===== config.mk =====
export PLATFORM = sky130hd
export DESIGN_NAME = wbs_uart_rx_fifo
export DESIGN_NICKNAME = d
export VERILOG_FILES = /design/src/rtl/wbs_uart_rx_fifo_pkg.sv /design/src/rtl/wbs_uart_rx_fifo_sync_fifo.sv /design/src/rtl/wbs_uart_rx_fifo.sv
export SDC_FILE = /design/constraint.sdc
export NUM_CORES = 1
export LEC_CHECK = 0
export BUFFER_PORTS_ARGS = -buffer_cell sky130_fd_sc_hd__buf_4
export CAP_MARGIN = 10
export CORE_MARGIN = 2
export CORE_UTILIZATION = 60
export CTS_CLUSTER_DIAMETER = 200
export CTS_CLUSTER_SIZE = 30
export DETAILED_ROUTE_END_ITERATION = 16
export PLACE_DENSITY_LB_ADDON = 0.05
export REMOVE_ABC_BUFFERS = 1
export SYNTH_ARGS = -nofsm -noshare
export SYNTH_HDL_FRONTEND = slang
export SYNTH_SLANG_ARGS = --single-unit

===== constraint.sdc =====
create_clock -name wb_clk_i -period 4.1 [get_ports wb_clk_i]
set_clock_uncertainty 0.2 [all_clocks]
set_input_delay 1.23 -clock wb_clk_i [delete_from_list [all_inputs] [get_ports wb_clk_i]]
set_output_delay 1.23 -clock wb_clk_i [all_outputs]
set_load 0.05 [all_outputs]

===== src/rtl/wbs_uart_rx_fifo_pkg.sv =====
`default_nettype none
// ============================================================================
// Module  : wbs_uart_rx_fifo_pkg
// Purpose : Shared register map and status bit layout for the UART RX FIFO
//           Wishbone slave.
// Contents: UART_REG_* register selects, STAT_* status bit indices,
//           pack_status() helper that builds the STATUS read byte.
// Revision: 1.0 - initial release
// ============================================================================
package wbs_uart_rx_fifo_pkg;

  // Register select on wb_adr_i
  localparam logic UART_REG_DATA   = 1'b0;
  localparam logic UART_REG_STATUS = 1'b1;

  // Bit positions inside the STATUS byte
  localparam int STAT_NONEMPTY = 0;
  localparam int STAT_FULL     = 1;
  localparam int STAT_OVERFLOW = 2;

  // Unused bits read as zero.
  function automatic logic [7:0] pack_status(input logic overflow,
                                             input logic full,
                                             input logic nonempty);
    logic [7:0] s;
    s                = 8'h00;
    s[STAT_OVERFLOW] = overflow;
    s[STAT_FULL]     = full;
    s[STAT_NONEMPTY] = nonempty;
    return s;
  endfunction

endpackage
`default_nettype wire


===== src/rtl/wbs_uart_rx_fifo_sync_fifo.sv =====
`default_nettype none
// ============================================================================
// Module  : wbs_uart_rx_fifo_sync_fifo
// Purpose : Single-clock FIFO of 2**DEPTH_LOG2 entries. A push into a full
//           FIFO is accepted only when a pop happens in the same cycle.
// Ports   : clk, rst_n (async active-low)
//           i_push/i_din   - write request and data
//           i_pop          - read request (ignored when empty)
//           o_head         - oldest entry, valid when !o_empty
//           o_full/o_empty - occupancy flags (registered count)
//           o_nonempty_nxt - occupancy after the current cycle's push/pop
// Revision: 1.0 - initial release
// ============================================================================
module wbs_uart_rx_fifo_sync_fifo #(
  parameter int WIDTH      = 8,
  parameter int DEPTH_LOG2 = 4
) (
  input  logic             clk,
  input  logic             rst_n,
  input  logic             i_push,
  input  logic [WIDTH-1:0] i_din,
  input  logic             i_pop,
  output logic [WIDTH-1:0] o_head,
  output logic             o_full,
  output logic             o_empty,
  output logic             o_nonempty_nxt
);

  localparam int                DEPTH        = 1 << DEPTH_LOG2;
  localparam logic [DEPTH_LOG2:0] c_full_count = (DEPTH_LOG2 + 1)'(DEPTH);

  logic [WIDTH-1:0]      r_mem [DEPTH];
  logic [DEPTH_LOG2-1:0] r_rd_ptr;
  logic [DEPTH_LOG2-1:0] r_wr_ptr;
  logic [DEPTH_LOG2:0]   r_count;
  logic [DEPTH_LOG2:0]   w_count_nxt;
  logic                  w_pop_ok;
  logic                  w_push_ok;

  assign o_empty  = (r_count == '0);
  assign o_full   = (r_count == c_full_count);
  assign o_head   = r_mem[r_rd_ptr];

  // When full, the write slot equals the read slot; a same-cycle pop frees it
  // and the head is read before the write lands at the clock edge.
  assign w_pop_ok  = i_pop & ~o_empty;
  assign w_push_ok = i_push & (~o_full | w_pop_ok);

  always_comb begin
    w_count_nxt = r_count;
    case ({w_push_ok, w_pop_ok})
      2'b10:   w_count_nxt = r_count + 1'b1;
      2'b01:   w_count_nxt = r_count - 1'b1;
      default: w_count_nxt = r_count;
    endcase
  end

  assign o_nonempty_nxt = (w_count_nxt != '0);

  always_ff @(posedge clk or negedge rst_n) begin
    if (!rst_n) begin
      r_rd_ptr <= '0;
      r_wr_ptr <= '0;
      r_count  <= '0;
    end else begin
      r_count <= w_count_nxt;
      if (w_push_ok) r_wr_ptr <= r_wr_ptr + 1'b1;
      if (w_pop_ok)  r_rd_ptr <= r_rd_ptr + 1'b1;
    end
  end

  // Storage is deliberately not reset.
  always_ff @(posedge clk) begin
    if (w_push_ok) r_mem[r_wr_ptr] <= i_din;
  end

endmodule
`default_nettype wire


===== src/rtl/wbs_uart_rx_fifo.sv =====
`default_nettype none
// ============================================================================
// Module  : wbs_uart_rx_fifo
// Purpose : Wishbone B4 classic slave buffering bytes from the UART receiver.
//           DATA reads pop the FIFO, STATUS reports {overflow, full,
//           nonempty}, writing STATUS bit 2 clears the sticky overflow flag.
// Ports   : wb_clk_i, wb_rst_ni (async active-low)
//           wb_cyc_i/wb_stb_i/wb_we_i/wb_adr_i/wb_dat_i - bus request
//           wb_dat_o/wb_ack_o - registered response, 1 cycle after request
//           irq_o             - level interrupt, FIFO non-empty
//           rx_dat_i/rx_stb_i - byte from receiver, one-cycle push strobe
// Revision: 1.0 - initial release
// ============================================================================
module wbs_uart_rx_fifo
  import wbs_uart_rx_fifo_pkg::*;
#(
  parameter int DEPTH_LOG2 = 4
) (
  input  logic       wb_clk_i,
  input  logic       wb_rst_ni,
  input  logic       wb_cyc_i,
  input  logic       wb_stb_i,
  input  logic       wb_we_i,
  input  logic       wb_adr_i,
  input  logic [7:0] wb_dat_i,
  output logic [7:0] wb_dat_o,
  output logic       wb_ack_o,
  output logic       irq_o,
  input  logic [7:0] rx_dat_i,
  input  logic       rx_stb_i
);

  logic       r_ack;
  logic [7:0] r_dat;
  logic       r_overflow;
  logic       r_irq;

  logic       w_req;
  logic       w_sel_status;
  logic       w_rd_data;
  logic       w_pop;
  logic       w_ovf_set;
  logic       w_ovf_clr;
  logic [7:0] w_head;
  logic       w_full;
  logic       w_empty;
  logic       w_nonempty_nxt;
  logic       w_unused_dat;

  // Gating with the registered ack makes a held strobe produce an ack every
  // other cycle, never back to back.
  assign w_req        = wb_cyc_i & wb_stb_i & ~r_ack;
  assign w_sel_status = (wb_adr_i == UART_REG_STATUS);
  assign w_rd_data    = w_req & ~wb_we_i & (wb_adr_i == UART_REG_DATA);
  assign w_pop        = w_rd_data & ~w_empty;

  // A push into a full FIFO is lost only if no pop frees a slot this cycle.
  assign w_ovf_set    = rx_stb_i & w_full & ~w_pop;
  assign w_ovf_clr    = w_req & wb_we_i & w_sel_status & wb_dat_i[STAT_OVERFLOW];

  // Only the overflow-clear bit of the write data is meaningful.
  assign w_unused_dat = ^wb_dat_i;

  wbs_uart_rx_fifo_sync_fifo #(
    .WIDTH      (8),
    .DEPTH_LOG2 (DEPTH_LOG2)
  ) u_fifo (
    .clk            (wb_clk_i),
    .rst_n          (wb_rst_ni),
    .i_push         (rx_stb_i),
    .i_din          (rx_dat_i),
    .i_pop          (w_pop),
    .o_head         (w_head),
    .o_full         (w_full),
    .o_empty        (w_empty),
    .o_nonempty_nxt (w_nonempty_nxt)
  );

  always_ff @(posedge wb_clk_i or negedge wb_rst_ni) begin
    if (!wb_rst_ni) begin
      r_ack      <= 1'b0;
      r_dat      <= 8'h00;
      r_overflow <= 1'b0;
      r_irq      <= 1'b0;
    end else begin
      r_ack <= w_req;
      r_irq <= w_nonempty_nxt;
      // Read data only changes on reads; writes leave the last value held.
      if (w_req && !wb_we_i) begin
        if (w_sel_status)
          r_dat <= pack_status(r_overflow, w_full, ~w_empty);
        else if (w_empty)
          r_dat <= 8'h00;
        else
          r_dat <= w_head;
      end
      // Set has priority over a same-cycle software clear.
      if (w_ovf_set)
        r_overflow <= 1'b1;
      else if (w_ovf_clr)
        r_overflow <= 1'b0;
    end
  end

  assign wb_ack_o = r_ack;
  assign wb_dat_o = r_dat;
  assign irq_o    = r_irq;

endmodule
`default_nettype wire


; Yosys cells after proc, flatten, opt, wreduce, memory -nomap -nowiden
; Memories as Yosys holds them, arrays and structs flattened.
; Index checks and enable logic that the tools add are counted.
[classes]
addsub = 4
n_eq_ne = 3
mux = 7
n_bitwise = 19
n_reduce_logical = 5
[ops]
columns = operator, n
row1 = 8-bit two-way mux, 2
row2 = 1-bit AND, 12
row3 = 5-bit one-hot mux with 2 select lines, 1
row4 = "4-bit by 1-bit adder with 4-bit output, second input constant", 2
row5 = 1-bit NOT, 6
row6 = "5-bit by 1-bit adder with 5-bit output, second input constant", 1
row7 = "5-bit equality test, second input constant", 1
row8 = 5-bit zero test, 1
row9 = 5-bit nonzero test, 1
row10 = "5-bit by 1-bit subtractor with 5-bit output, second input constant", 1
row11 = 1-bit two-way mux, 4
row12 = "2-bit by 1-bit equality test with 1-bit output, second input constant", 1
row13 = "2-bit equality test, second input constant", 1
row14 = 2-bit nonzero test, 1
row15 = 1-bit logical AND, 1
row16 = 1-bit zero test, 1
row17 = 1-bit OR, 1
[word_totals]
regBits = 24
mem_bits_rw = 128
output_inout_bits = 10
wordCells = 46
mem_count = 1
[mem_list]
columns = name, depth, word_bits, read_ports, rd_clocked_by_memory_dff, wr, line
row1 = u_fifo.r_mem, 16, 8, 1, 0, 1, wbs_uart_rx_fifo_sync_fifo.sv:32  ; logic [WIDTH-1:0] r_mem [DEPTH];

; Longest topological paths before layout
; Gate-level depths: netlist (run 1).
[depth]
word_depth = 11
depth_mapped = 11
depth_no_buf = 10

; Cells and area by module
; Synthesis (run 1) repeated with hierarchy kept, for this count alone.
[hier_totals]
cells_unflattened = 331
area_unflattened_um2 = 6148.4
[modules_own_cells]
columns = mod, instances, cells_per_inst, area_per_inst_um2, seq_area_each_um2
row1 = wbs_uart_rx_fifo_sync_fifo, 1, 296, 5689.2, 4169.0
row2 = wbs_uart_rx_fifo, 1, 35, 459.2, 275.3

; Worst setup path before layout (run 1)
; No wires, ideal clock.
[synth_path]
path_type = in2reg
start = input port wb_we_i
end = register r_irq (netlist: irq_o)
setup_time_ns = 0.139
t_arrival_ns = 3.349
required_ns = 3.761
setup_slack_ns = 0.413
stages = 9
n_path_buf = 0
cell_sequence = and4bb_2 o211ai_4 nor2_1 ha_1 a21oi_1 nand2_1 o311ai_0 o221ai_1 or4b_1
[synth_via]
elab_chain_len = 10
elab_cells_between_ends = 11
[synth_lines]
columns = element, line
row1 = start: declaration, wbs_uart_rx_fifo.sv:23  ; input logic wb_we_i,
row2 = 1-bit NOT (*), wbs_uart_rx_fifo.sv:54  ; assign w_rd_data = w_req & ~wb_we_i & (wb_adr_i == UART_REG_DATA);
row3 = 1-bit AND (*) (2 in a row), wbs_uart_rx_fifo.sv:54
row4 = 1-bit AND (*), wbs_uart_rx_fifo.sv:55  ; assign w_pop = w_rd_data & ~w_empty;
row5 = 1-bit AND (*), wbs_uart_rx_fifo_sync_fifo.sv:46  ; assign w_pop_ok = i_pop & ~o_empty;
row6 = 1-bit OR, wbs_uart_rx_fifo_sync_fifo.sv:47  ; assign w_push_ok = i_push & (~o_full | w_pop_ok);
row7 = 1-bit AND, wbs_uart_rx_fifo_sync_fifo.sv:47
row8 = 2-bit by 1-bit equality test with 1-bit output or 2-bit equality test (tied branches), wbs_uart_rx_fifo_sync_fifo.sv:51  ; case ({w_push_ok, w_pop_ok})
row9 = 5-bit one-hot mux with 2 select lines (*), wbs_uart_rx_fifo_sync_fifo.sv:51
row10 = net u_fifo.w_count_nxt[4], wbs_uart_rx_fifo_sync_fifo.sv:36  ; logic [DEPTH_LOG2:0] w_count_nxt;
row11 = 5-bit nonzero test (*), wbs_uart_rx_fifo_sync_fifo.sv:58  ; assign o_nonempty_nxt = (w_count_nxt != '0);
row12 = net u_fifo.o_nonempty_nxt, wbs_uart_rx_fifo_sync_fifo.sv:26  ; output logic o_nonempty_nxt
row13 = end signal: assignment, wbs_uart_rx_fifo.sv:87  ; r_irq <= w_nonempty_nxt;
row14 = end: declaration, wbs_uart_rx_fifo.sv:36  ; logic r_irq;
; Mark *: on every way through the listed nets, which the timed path passes. The rest lies on a longest branch.
; A chain may end at the register's enable or synchronous reset.

; Worst setup path after layout (run 1)
; Same ends and word-level chain as after synthesis.

==> results.cfg, run 1 <==
[die]
start_util_pct = 61.1
die_w_um = 106
dieHeight_um = 106
core_um2 = 10200
io_pins = 33
design.die.area_um2 = 11200
rows = 37

[setup_path]
slowest_delay_ps = 480
start_kind = input port
required_ps = 4310
path_cells = buf_4 > and4bb_2 > o211ai_4 > nor2_1 > ha_1 > a21oi_1 > nand2_1 > o311ai_0 > o221ai_1 > or4b_1
critical_path.max_fanout = 5
crit_family = simple AND/OR/NAND/NOR gates
crit_type = in2reg
arrival_ps = 3680
crit_slowest_cell = or4b_1
reg2reg_slack_ps = 770
crit_path_end_kind = flop
cp_num_buf_inv = 1

[grt]
gr-total-overflow = 0
grt_pass1_vias = 3502
grt_max_degree = 36
grt_pass1_wl_um = 19700
antenna_found_initial = 0
grt_usage_pct = 25.1

[power]
p_leak_nw = 2.57
p_per_area_nw_per_um2 = 670
peakVddDrop_uv = 407

[clock_network]
clk_pin_slew_worst_paths_ps = 60
clock_path_buffers = 2
ctsResizeCount = 0
root_buffer = clkbuf_8
cts_buffers = 17
cts_tree = done
holdBufCountCts = 0
cts.sinks = 152
h-tree-depth = 4
clock_latency_ps = 540
cts_setup_buffers = 0

[logic_synthesis]
syn_area_um2 = 6220
synth_edf_count = 128
syn_area_per_cell_um2 = 18.9
ys_seq_area_share_pct = 71.4
yosys_warnings = 0
synth_most_common_cell = edfxtp_1
synth_ff_type = edfxtp_1
synth-seq-cells = 152
synthArstFlopShare_pct = 15.8
synth.top_cell.area_share_pct = 61.7
syn_inst = 329
synth_common_cells = 128 x edfxtp_1, 38 x mux4_2, 24 x dfrtp_1
synth_area_leaders = edfxtp_1 62%, mux4_2 14%, dfrtp_1 9.6%
synth_cell_type_count = 44
synth_top_area_cell = edfxtp_1

[run]
max_cap_violations = 0

[final_layout]
finalNonFillerCells = 539
syn2layout_area_growth_pct = 17.9
fin_area_um2 = 7340
num_antenna_cells = 0
finalNetCount = 422
final_layout_size_suffix_gt1_share_pct = 34.5

[place]
placed_cell_area_um2 = 6790
placed_cells = 507
gp_congestion = 0.786
io_buffers = 25
pre_cts_slack_ps = 71.4
place_hpwl_um = 8250

[route]
drt-pass1-iter-count = 5
finalWirelength_um = 12600
route.detailed.drc = 0
wire_per_inst_um = 23.4
final_antenna_net_count = 0
vias = 3347
routed_via_density = 6.21
drtIter0Drc = 262

[sta]
worstMarginPinSlew_ps = 870
fin_setup_tns_ps = 0
drv_slew = 0
clock.fmax_ghz = 0.287
fin_crit_sh_pct = 84.8
setup_ws_ps = 621
slew_headroom_pct = 41.4
rsz0062_at_grt = no
fin_crit_ps = 3480
setup_violations = 0
hold_violations = 0

[outcome]
status = complete, no violations

[min_path]
hp-class = reg2reg
power by group:
group | internal (mW) | switching, mW
registers | 1.90 | 0.235
clock network | 0.857 | 0.600
logic | 0.652 | 0.678
total | 3.41 | 1.51
per-stage QoR:
step	power [mW]	hold slack (ps)	util, %
finish	4.92	281	72.1
global route	5.11	322	72.1
CTS	4.95	290	72.1
detailed placement	3.49	277	66.6
global placement	3.45	271	66.6
floorplan	3.04	266	-
flip-flops by register name, summed over array words and instances (netlist names):
name / count
u_fifo.r_mem: 128
wb_dat_o: 8
u_fifo.r_wr_ptr: 4
wb_ack_o: 1
r_overflow: 1
u_fifo.r_count: 5
irq_o: 1
u_fifo.r_rd_ptr: 4
area by class of cell:
class	instances	area (um^2)
flip-flops and latches	152	4450
fillers	649	2850
multi-input cells	154	1700
repair buffers	58	448
clock buffers	18	418
well taps	136	170
clock inverters	14	133
inverters	7	26.3
layer usage:
layer / vias up / global-route usage (%) / routed length, um
met5: - / 0 / 0
met4: 0 / 9.21 / 257
met3: 21 / 7.42 / 842
met2: 138 / 41.2 / 6660
met1: 1723 / 32.2 / 4880
li1: 1465 / - / -
tightest hold or removal path, stage by stage, from the launching register on:
cell     delay, ps
dfrtp_1        340
nand2_1         50
o31ai_1         50
worst paths after layout:
path | depth (start not counted) | from | endpoint
max in group asynchronous | 1 | wb_rst_ni | u_fifo.r_rd_ptr[0]$_DFFE_PN0N_
hold / removal | 2 | wb_dat_o[0]$_DFFE_PN0N_ | wb_dat_o[0]$_DFFE_PN0N_
hold reg to reg | 2 | wb_dat_o[0]$_DFFE_PN0N_ | wb_dat_o[0]$_DFFE_PN0N_
min in group asynchronous | 1 | wb_rst_ni | wb_dat_o[7]$_DFFE_PN0N_
setup reg to reg | 9 | u_fifo.r_count[0]$_DFF_PN0_ | irq_o$_DFF_PN0_
setup / recovery | 10 | wb_we_i | irq_o$_DFF_PN0_
kinds of logic (layout without fill, tap and decap cells):
family                     after synthesis  after routing  synth area share (%)
buffers and inverters                   23             97                  1.73
muxes                                   44             44                  14.8
adders and majority gates                9              9                  1.93
xor gates and xnor gates                 9              9                  1.27
AOI/OAI and AO/OA                       30             30                  3.74
and+or+nand+nor                         62             62                  5.11
DFF                                    152            152                  71.4
placed cells by master (no fill, tap or decap), drive strengths merged, types with 8 or more instances in the layout:
cell	count
buf	58
clkbuf	18
clkinv	8
dfrtp	24
edfxtp	128
ha	8
inv	8
mux4	38
nand2	16
nor2	14
nor3	11
nor4	8
xnor2	8
Power figures use the tool's default switching activity.
==> run 2, diff against run 1 <==
==> constraint.sdc (replaced) <==
create_clock -name wb_clk_i -period 3.4 [get_ports wb_clk_i]
set_clock_uncertainty 0.2 [all_clocks]
set_input_delay 1.02 -clock wb_clk_i [delete_from_list [all_inputs] [get_ports wb_clk_i]]
set_output_delay 1.02 -clock wb_clk_i [all_outputs]
set_load 0.05 [all_outputs]
==> run 2 against run 1 <==
Power rose by 20%. Critical path depth did not move. Count of clock-buffer cells in the layout rose by 2. Worst setup slack got worse by 420 ps. Die area did not move. Worst hold slack got worse by 80 ps. First-iteration DRC count rose by 8.0%. Flip-flop and latch count did not move.
==> results.cfg, run 2 (synthesis gave the netlist of run 1 again) <==
[setup_path]
required_ps = 3590
arrival_ps = 3380
start_kind = flop
critical_path.max_fanout = 4
crit_path_end_kind = flop
crit_type = reg2reg

[die]
dieHeight_um = 106
core_um2 = 10200
start_util_pct = 61.1
rows = 37
io_pins = 33
die_w_um = 106
design.die.area_um2 = 11200

[route]
route.detailed.drc = 0
wire_per_inst_um = 21.5
drt-pass1-iter-count = 4
drtIter0Drc = 283
final_antenna_net_count = 0
routed_via_density = 5.99
finalWirelength_um = 12100
vias = 3364

[clock_network]
root_buffer = clkbuf_8
clk_pin_slew_worst_paths_ps = 60
cts_tree = done
ctsResizeCount = 0
h-tree-depth = 4
clock_path_buffers = 2
cts_setup_buffers = 0
clock_latency_ps = 520
cts.sinks = 152
cts_buffers = 17
holdBufCountCts = 0

[final_layout]
num-fill-cells = 636
multiInputGateArea_um2 = 1700
final_util_pct = 73.4
num_antenna_cells = 0
top_register = u_fifo.r_mem
fin_area_um2 = 7480
syn2layout_area_growth_pct = 20.1
finalNetCount = 445
final_layout_size_suffix_gt1_share_pct = 37.8
final_cell_mix = 128 x edfxtp_1, 81 x buf_4, 38 x mux4_2
final-seq-area_um2 = 4450
largest_register_ffs = 128
final_common_cell = edfxtp_1

[place]
pre_cts_slack_ps = -214
placed_cell_area_um2 = 6950
io_buffers = 25
place_hpwl_um = 8320
gp_congestion = 0.844

[power]
p_leak_nw = 2.65
power_mw = 5.91
p_per_area_nw_per_um2 = 790
peakVddDrop_uv = 507

[sta]
slew_headroom_pct = 36.2
setup_violations = 0
worstMarginPinSlew_ps = 947
drv_slew = 0
rsz0062_at_grt = no
fin_crit_ps = 3200
setup_ws_ps = 201
clock.fmax_ghz = 0.313
fin_crit_sh_pct = 94.1
fin_setup_tns_ps = 0
hold_violations = 0

[grt]
grt_pass1_wl_um = 19600
grt_usage_pct = 24.3
gr-total-overflow = 0
antenna_found_initial = 0
grt_max_degree = 36
grt_pass1_vias = 3548

[run]
max_cap_violations = 0

[outcome]
status = complete, no violations

[min_path]
hp-class = in2async
[run 2: changes by cell type in the layout (fill, tap and decap cells not counted), sizes merged]
cell / before / now
buf: 58 / 81
clkinv: 8 / 4
clkinvlp: 3 / 7
clkbuf: 18 / 20
bufinv: 2 / 1
inv: 8 / 7
[run 2: critical path, stage by stage (launching register included)]
cell and delay [ps]:
dfrtp_1 370, or4_4 580, o211ai_4 180, nor2_1 60
buf_4 150, ha_1 310, a21oi_1 160, nand2_1 100
o311ai_0 280, o221ai_1 190, or4b_1 490
[run 2: worst paths after layout]
path	startpoint	endpoint	slack (ps)	cells after the start
worst max-delay path	u_fifo.r_count[2]$_DFF_PN0_	irq_o$_DFF_PN0_	200	10
max in group asynchronous	wb_rst_ni	u_fifo.r_rd_ptr[0]$_DFFE_PN0N_	2530	1
worst max register to register	u_fifo.r_count[2]$_DFF_PN0_	irq_o$_DFF_PN0_	200	10
min in group wb_clk_i	wb_ack_o$_DFF_PN0_	wb_ack_o$_DFF_PN0_	280	1
worst min-delay path	wb_rst_ni	u_fifo.r_count[0]$_DFF_PN0_	200	1
worst min register to register	wb_ack_o$_DFF_PN0_	wb_ack_o$_DFF_PN0_	280	1
[run 2: power by group]
group          internal, mW  leakage, nW  switching [mW]
clock network         0.963        0.237           0.702
registers              2.29         1.45           0.211
logic                 0.858        0.964           0.888
total                  4.11         2.65            1.80
[run 2: stage by stage]
step | cells | hold WS [ps]
after floorplan | 313 | 266
after global placement | 530 | 258
after detailed placement | 530 | 274
after CTS | 562 | 182
after global routing | 562 | 195
final | 562 | 201
[run 2: area by class of cell]
cell class | count | area share (%)
clock buffer | 20 | 5.69
timing repair buffer | 81 | 8.13
clock inverter | 12 | 1.41
multi-input combinational | 154 | 22.7
tap | 136 | 2.28
sequential | 152 | 59.4
inverter | 7 | 0.351
[run 2: layer usage]
layer | GRT usage [%] | up-vias | wire [um]
met1 | 34.4 | 1754 | 5250
li1 | - | 1503 | -
met4 | 9.96 | 0 | 191
met3 | 4.95 | 18 | 574
met5 | 0 | - | 0
met2 | 37.6 | 89 | 6070
